[config.mk]
export PLATFORM = sky130hd
export DESIGN_NAME = mdu_alu_sequencer_flat
export DESIGN_NICKNAME = d
export VERILOG_FILES = /design/src/rtl/rv32_pkg.sv /design/src/rtl/mdu_alu_sequencer_if.sv /design/src/rtl/mdu_alu_sequencer.sv /design/src/flat_wrapper.sv
export SDC_FILE = /design/constraint.sdc
export NUM_CORES = 1
export LEC_CHECK = 0
export BUFFER_PORTS_ARGS = -buffer_cell sky130_fd_sc_hd__buf_4
export CORE_ASPECT_RATIO = 0.9
export CORE_UTILIZATION = 30
export CTS_CLUSTER_DIAMETER = 60
export DETAILED_ROUTE_END_ITERATION = 6
export GPL_TIMING_DRIVEN = 0
export PLACE_DENSITY = 0.52
export SLEW_MARGIN = 5
export SYNTH_ARGS = -nofsm -noshare
export SYNTH_HDL_FRONTEND = slang
export SYNTH_SLANG_ARGS = --single-unit
[constraint.sdc]
create_clock -name clk -period 1.71 [get_ports clk]
set_clock_uncertainty 0.05 [all_clocks]
set_input_delay 0 -clock clk [delete_from_list [all_inputs] [get_ports clk]]
set_output_delay 0 -clock clk [all_outputs]
set_load 0.02 [all_outputs]
[src/rtl/rv32_pkg.sv]
// Shared RV32 constants: ALU g_sel codes, MDU op encodings and sequencer FSM states.
package rv32_pkg;

  localparam logic [3:0] ALU_ADD  = 4'b0000;
  localparam logic [3:0] ALU_SUB  = 4'b0001;
  localparam logic [3:0] ALU_AND  = 4'b0010;
  localparam logic [3:0] ALU_OR   = 4'b0011;
  localparam logic [3:0] ALU_XOR  = 4'b0100;

  typedef logic [1:0] mdu_op_t;

  localparam mdu_op_t MDU_MUL   = 2'b00;
  localparam mdu_op_t MDU_MULHU = 2'b01;
  localparam mdu_op_t MDU_DIVU  = 2'b10;
  localparam mdu_op_t MDU_REMU  = 2'b11;

  localparam logic [1:0] IDLE = 2'd0;
  localparam logic [1:0] CALC = 2'd1;
  localparam logic [1:0] DONE = 2'd2;

endpackage

[src/rtl/mdu_alu_sequencer_if.sv]
// Request/response bus of the multiply/divide sequencer.
// Handshake: a beat transfers on a rising edge where valid & ready are both 1; valid, once
// raised, holds its payload until that edge, and ready may never depend on a future valid.
interface mdu_alu_sequencer_if;

  logic        req_valid;
  logic        req_ready;
  logic [1:0]  req_op;
  logic [31:0] req_a;
  logic [31:0] req_b;
  logic        resp_valid;
  logic        resp_ready;
  logic [31:0] resp_data;

  modport master (
    output req_valid, req_op, req_a, req_b, resp_ready,
    input  req_ready, resp_valid, resp_data
  );

  modport slave (
    input  req_valid, req_op, req_a, req_b, resp_ready,
    output req_ready, resp_valid, resp_data
  );

endinterface

[src/rtl/mdu_alu_sequencer.sv]
// Multi-cycle MUL/MULHU/DIVU/REMU sequencer that borrows the shared ALU for its
// per-bit add (shift-add multiply) or subtract (restoring divide) step.
module mdu_alu_sequencer
  import rv32_pkg::*;
#(
  parameter int XLEN  = 32,
  parameter int CNT_W = 5
) (
  input  logic              clk,
  input  logic              rst_n,
  input  logic              flush,
  mdu_alu_sequencer_if.slave bus,
  output logic              stall,
  output logic [XLEN-1:0]   alu_a,
  output logic [XLEN-1:0]   alu_b,
  output logic [3:0]        alu_gsel,
  input  logic [XLEN-1:0]   alu_f,
  input  logic              alu_c,
  input  logic              alu_bltu,
  output logic [1:0]        fsm_state
);

  logic [1:0]       state;
  mdu_op_t          op;
  logic [CNT_W-1:0] cnt;
  // hi/lo double as rem/quo for divides; opb is the multiplicand or the divisor
  logic [XLEN-1:0]  hi;
  logic [XLEN-1:0]  lo;
  logic [XLEN-1:0]  opb;

  logic             is_div;
  logic             accept;
  logic             div_zero;
  logic [XLEN-1:0]  part;
  logic             take;

  assign is_div   = op[1];
  assign part     = {hi[XLEN-2:0], lo[XLEN-1]};
  // A set top bit means the partial remainder exceeds any 32-bit divisor
  assign take     = hi[XLEN-1] | ~alu_bltu;
  assign div_zero = bus.req_op[1] && (bus.req_b == '0);

  assign bus.req_ready  = rst_n && (state == IDLE);
  assign bus.resp_valid = (state == DONE);
  assign stall          = (state != IDLE);
  assign accept         = bus.req_valid && bus.req_ready && !flush;
  assign fsm_state      = state;

  always_comb begin
    alu_a    = '0;
    alu_b    = '0;
    alu_gsel = ALU_ADD;
    if (state == CALC) begin
      if (is_div) begin
        alu_a    = part;
        alu_b    = opb;
        alu_gsel = ALU_SUB;
      end else begin
        alu_a    = hi;
        alu_b    = lo[0] ? opb : '0;
        alu_gsel = ALU_ADD;
      end
    end
  end

  always_comb begin
    bus.resp_data = '0;
    if (state == DONE) begin
      case (op)
        MDU_MUL:   bus.resp_data = lo;
        MDU_MULHU: bus.resp_data = hi;
        MDU_DIVU:  bus.resp_data = lo;
        default:   bus.resp_data = hi;
      endcase
    end
  end

  always_ff @(posedge clk) begin
    if (!rst_n) begin
      state <= IDLE;
      op    <= MDU_MUL;
      cnt   <= '0;
      hi    <= '0;
      lo    <= '0;
      opb   <= '0;
    end else if (flush) begin
      state <= IDLE;
      cnt   <= '0;
    end else begin
      case (state)
        IDLE: begin
          if (accept) begin
            op  <= bus.req_op;
            cnt <= '0;
            if (div_zero) begin
              // Preload the architectural divide-by-zero results into quo/rem
              hi    <= bus.req_a;
              lo    <= '1;
              opb   <= '0;
              state <= DONE;
            end else if (bus.req_op[1]) begin
              hi    <= '0;
              lo    <= bus.req_a;
              opb   <= bus.req_b;
              state <= CALC;
            end else begin
              hi    <= '0;
              lo    <= bus.req_b;
              opb   <= bus.req_a;
              state <= CALC;
            end
          end
        end
        CALC: begin
          if (is_div) begin
            hi <= take ? alu_f : part;
            lo <= {lo[XLEN-2:0], take};
          end else begin
            {hi, lo} <= {alu_c, alu_f, lo[XLEN-1:1]};
          end
          cnt <= cnt + 1'b1;
          if (cnt == CNT_W'(XLEN - 1)) state <= DONE;
        end
        DONE: begin
          if (bus.resp_ready) state <= IDLE;
        end
        default: state <= IDLE;
      endcase
    end
  end

endmodule
[src/flat_wrapper.sv]
// flat-port wrapper written by rule: the top's interface ports become plain ports
module mdu_alu_sequencer_flat import rv32_pkg::*;
#(
  parameter int XLEN  = 32,
  parameter int CNT_W = 5
)
  (clk, rst_n, flush, stall, alu_a, alu_b, alu_gsel, alu_f, alu_c, alu_bltu, fsm_state, bus_req_valid, bus_req_op, bus_req_a, bus_req_b, bus_resp_ready, bus_req_ready, bus_resp_valid, bus_resp_data);
  mdu_alu_sequencer_if bus_i ();
  input  logic clk;
  input  logic rst_n;
  input  logic flush;
  output logic stall;
  output logic [XLEN-1:0] alu_a;
  output logic [XLEN-1:0] alu_b;
  output logic [3:0] alu_gsel;
  input  logic [XLEN-1:0] alu_f;
  input  logic alu_c;
  input  logic alu_bltu;
  output logic [1:0] fsm_state;
  input wire logic [$bits(bus_i.req_valid)-1:0] bus_req_valid;
  input wire logic [$bits(bus_i.req_op)-1:0] bus_req_op;
  input wire logic [$bits(bus_i.req_a)-1:0] bus_req_a;
  input wire logic [$bits(bus_i.req_b)-1:0] bus_req_b;
  input wire logic [$bits(bus_i.resp_ready)-1:0] bus_resp_ready;
  output wire logic [$bits(bus_i.req_ready)-1:0] bus_req_ready;
  output wire logic [$bits(bus_i.resp_valid)-1:0] bus_resp_valid;
  output wire logic [$bits(bus_i.resp_data)-1:0] bus_resp_data;
  assign bus_i.req_valid = bus_req_valid;
  assign bus_i.req_op = bus_req_op;
  assign bus_i.req_a = bus_req_a;
  assign bus_i.req_b = bus_req_b;
  assign bus_i.resp_ready = bus_resp_ready;
  assign bus_req_ready = bus_i.req_ready;
  assign bus_resp_valid = bus_i.resp_valid;
  assign bus_resp_data = bus_i.resp_data;
  mdu_alu_sequencer #(.XLEN(XLEN), .CNT_W(CNT_W)) u_core (.clk(clk), .rst_n(rst_n), .flush(flush), .bus(bus_i), .stall(stall), .alu_a(alu_a), .alu_b(alu_b), .alu_gsel(alu_gsel), .alu_f(alu_f), .alu_c(alu_c), .alu_bltu(alu_bltu), .fsm_state(fsm_state));
endmodule
==> results_tabular.tex <==
\begin{tabular}{lr}
\hline
Metric & Value \\
\hline
\multicolumn{2}{l}{\textbf{Worst hold path}} \\
\quad Hold Crit Depth & 3 \\
\quad Worst Hold Class & in2reg \\
\multicolumn{2}{l}{\textbf{Power}} \\
\quad Switching Fraction & 0.334 \\
\quad Areal power density over the cells & 652 mW/mm\^{}2 \\
\quad Combinational cell fraction of total power & 0.339 \\
\quad Static leakage power & 0.00456 uW \\
\quad P\_int & 5100 uW \\
\quad Power, Total & 7660 uW \\
\quad NetSw & 2560 uW \\
\quad Clk network pwr share & 0.272 \\
\quad Sequential share of power & 0.390 \\
\quad Maximum vdd ir drop & 0.474 mV \\
\multicolumn{2}{l}{\textbf{Global route}} \\
\quad Initial antenna violation count & 0 \\
\quad Total congestion overflow & 0 \\
\quad Maximum number of pins on one net before global-route repair & 17 \\
\quad Vias in the first global route & 7929 \\
\quad All-Layer GR Usage & 0.236 \\
\quad Global-route wire length before repair & 46.5 mm \\
\multicolumn{2}{l}{\textbf{Cells and area}} \\
\quad Most frequent cells in the layout & buf\_4, mux2i\_1, dfxtp\_1, o21ai\_0, dlygate4sd3\_1 \\
\quad Most common cell after layout, fill and taps aside & buf\_4 \\
\quad Post-layout nets & 1313 \\
\quad Share of layout cells above drive strength 1 & 0.382 \\
\quad Antenna cells & 0 \\
\quad Layout area overhead & 56.3\% \\
\multicolumn{2}{l}{\textbf{Placed design}} \\
\quad Gp weighted congestion & 0.843 \\
\quad Port Buf Inserts & 206 \\
\quad Pre-CTS setup slack & -0.553 ns \\
\quad Final HPWL from detailed placement & 24.1 mm \\
\multicolumn{2}{l}{\textbf{Logic synthesis}} \\
\quad Number of enable flip-flop cells after synthesis & 0 \\
\quad Synth async-reset ratio & 0 \\
\quad Count of mapped cells out of synthesis & 896 \\
\quad Fraction of the yosys area taken by sequential cells & 0.280 \\
\quad Main synth FF type & dfxtp\_1 \\
\quad Post-synthesis instance area & 0.00751 sq mm \\
\quad Post-synthesis sequential element count & 105 \\
\quad Distinct cell type count of the synthesized netlist & 38 \\
\quad Yosys warns & 0 \\
\quad Mean instance size in the synthesized netlist & 8.39 sq um \\
\multicolumn{2}{l}{\textbf{Setup path}} \\
\quad Nature of the critical path endpoint & primary output \\
\quad Critical path required time & 1.66 ns \\
\quad End of the worst register-to-register path & u\_core.hi[10] \\
\quad Reg-to-reg slack, setup & 0.04 ns \\
\quad Startpoint kind of the worst setup timing path & flip-flop \\
\quad End point of the critical path & alu\_b[2] \\
\quad Largest fanout on the critical path & 7 \\
\quad Origin of the critical flop-to-flop path & u\_core.fsm\_state[1] \\
\quad Cell depth of the worst flop-to-flop path & 7 \\
\quad Critical path startpoint & u\_core.fsm\_state[1] \\
\quad Arr. time, crit path & 1.69 ns \\
\quad Class of the most critical setup path & reg2out \\
\multicolumn{2}{l}{\textbf{Clock network}} \\
\quad Clock transition at the registers of the reported paths & 0.07 ns \\
\quad Longest Clk Path Bufs & 2 \\
\quad Root Buffer & clkbuf\_16 \\
\quad Number of buffers added by the clock tree synthesis step & 9 \\
\quad CTS tree & yes \\
\quad Htree depth & 3 \\
\quad \# clock sinks & 105 \\
\quad Worst-skew pair later-pin latency & 0.36 ns \\
\multicolumn{2}{l}{\textbf{Run status}} \\
\quad Violated checks & negative setup slack \\
\quad Result of the run & finished with violations \\
\multicolumn{2}{l}{\textbf{Timing}} \\
\quad Worst relative slew slack & 0.425 \\
\quad Measured slew at the worst slew-check pin & 0.862 ns \\
\quad Crit path setup slack, layout & -0.0251 ns \\
\quad Setup-failing EPs final & 22 \\
\quad Unrepaired setup endpoints after global routing & yes \\
\quad Pins over their slew limit & 0 \\
\quad Upper clock frequency limit & 0.576 GHz \\
\quad Final-report hold violation count & 0 \\
\quad Final min period & 1.74 ns \\
\quad Share of the clock period used by the worst path after layout & 1.01 \\
\multicolumn{2}{l}{\textbf{Floorplan}} \\
\quad Number of top-level design ports & 210 \\
\quad Starting utilization of the core area & 0.308 \\
\quad Die boundary height & 152 um \\
\quad Overall die area & 0.0257 sq mm \\
\quad Die X-Extent & 169 um \\
\quad Std cell rows & 54 \\
\quad Placeable core region & 0.0244 sq mm \\
\multicolumn{2}{l}{\textbf{Route}} \\
\quad First-pass DRT Iterations & 4 \\
\quad Wirelength, routed & 31.2 mm \\
\quad Total number of vias & 8122 \\
\quad DRC & 0 \\
\quad Mean routed wirelength per cell & 20.2 um \\
\quad Violation count after the first detailed-route iteration & 487 \\
\quad Vias per cell & 5.26 \\
\quad Antenna Nets Post-Route & 0 \\
\multicolumn{2}{l}{\textbf{Flow run}} \\
\quad MaxCap Viol Count & 0 \\
\hline
\end{tabular}
cell type report:
class / instances / area (sq um)
timing repair buffer: 303 / 2700
buffer: 100 / 790
tap: 336 / 420
sequential: 105 / 2110
clock buffer: 9 / 225
clock inverter: 5 / 58.8
fill: 2371 / 12600
inverter: 2 / 7.51
multi-input combinational: 685 / 5430
worst min path at each step:
stage,start,endpoint
floorplan,bus_req_op[0],u_core.op[0]
global placement,bus_req_a[2],u_core.opb[2]
detailed placement,bus_req_op[0],u_core.op[0]
global route,bus_req_b[27],u_core.lo[27]
CTS,bus_req_b[5],u_core.lo[5]
finish,bus_req_b[9],u_core.lo[9]
kinds of logic (layout without fill, tap and decap cells):
family | count (synthesis) | count (layout) | share of synthesized area
AO/OA/AOI/OAI | 273 | 273 | 0.242
AND/OR/NAND/NOR | 217 | 217 | 0.157
multiplexers | 190 | 190 | 0.258
buffers and inverters | 108 | 419 | 0.0593
flip-flops | 105 | 105 | 0.280
adder cells (fa/ha/maj) | 2 | 2 | 0.00333
other | 1 | 3 | 0.000499
per-stage QoR:
stage	setup TNS, ns	util	cells	hold slack [ns]	instance area, sq um
2_1_floorplan	0	-	898	0.0976	7530
3_3_place_gp	-68.56	0.390	1440	0.254	9500
3_5_place_dp	-73.49	0.390	1440	0.242	9500
4_1_cts	-0.904	0.461	1532	0.00293	11300
5_1_grt	-2.26	0.482	1545	0.0138	11700
6_report	-0.382	0.482	1545	0.0150	11700
synth_stat cells, types with 4 or more instances:
cell	n	area (sq um)
mux2i_1	159	1590
dfxtp_1	105	2100
a31oi_1	63	394
nor3_1	4	20.0
nor2_1	73	274
a21oi_1	41	205
buf_4	6	45.0
nor4_1	8	50.1
a21o_1	33	248
mux2_2	31	349
o2bb2ai_1	32	280
o21ai_0	68	340
nand3_1	6	30.0
o311a_1	31	310
and2_1	66	413
buf_2	14	70.1
nand2_1	6	22.5
clkbuf_1	75	282
buf_1	11	41.3
nand4_1	33	206
registers in the layout, indices dropped and copies added (netlist names):
| register | count |
|---|---|
| u_core.cnt | 5 |
| u_core.op | 2 |
| u_core.hi | 32 |
| u_core.fsm_state | 2 |
| u_core.lo | 32 |
| u_core.opb | 32 |
power groups by stage:
| stage | combinational (uW) | clock, uW | sequential, uW |
|---|---|---|---|
| detailed placement | 1990 | 0 | 2990 |
| global placement | 1980 | 0 | 2990 |
| floorplan | 1300 | 0 | 2880 |
| global route | 2790 | 2200 | 3010 |
| CTS | 2370 | 2110 | 2950 |
| finish | 2590 | 2080 | 2980 |
critical path, stage by stage, from the launching register on:
cell and delay, ns:
dfxtp_4 0.37, nand2b_4 0.15, clkbuf_16 0.16, nor2_4 0.12, buf_12 0.14, clkbuf_8 0.14
and2_4 0.14, buf_6 0.11
routing by layer:
| layer | vias up | global-route usage | wire [um] | share of wire |
|---|---|---|---|---|
| met5 | - | 0 | 0 | 0 |
| met2 | 293 | 0.348 | 13200 | 0.42 |
| li1 | 3985 | - | - | - |
| met4 | 0 | 0.0442 | 361 | 0.012 |
| met1 | 3820 | 0.352 | 15500 | 0.50 |
| met3 | 24 | 0.0462 | 2090 | 0.067 |
what timing repair did:
action                                  in CTS  in global routing
hold endpoints to repair                    44                  0
buffers inserted                            11                 12
pin swaps                                   33                  5
gates resized for setup                    210                 99
gates cloned                                 3                  3
endpoints found under the setup margin     200                176
hold buffers                                68                  0
Note: power is estimated with default switching activity, not from simulation.
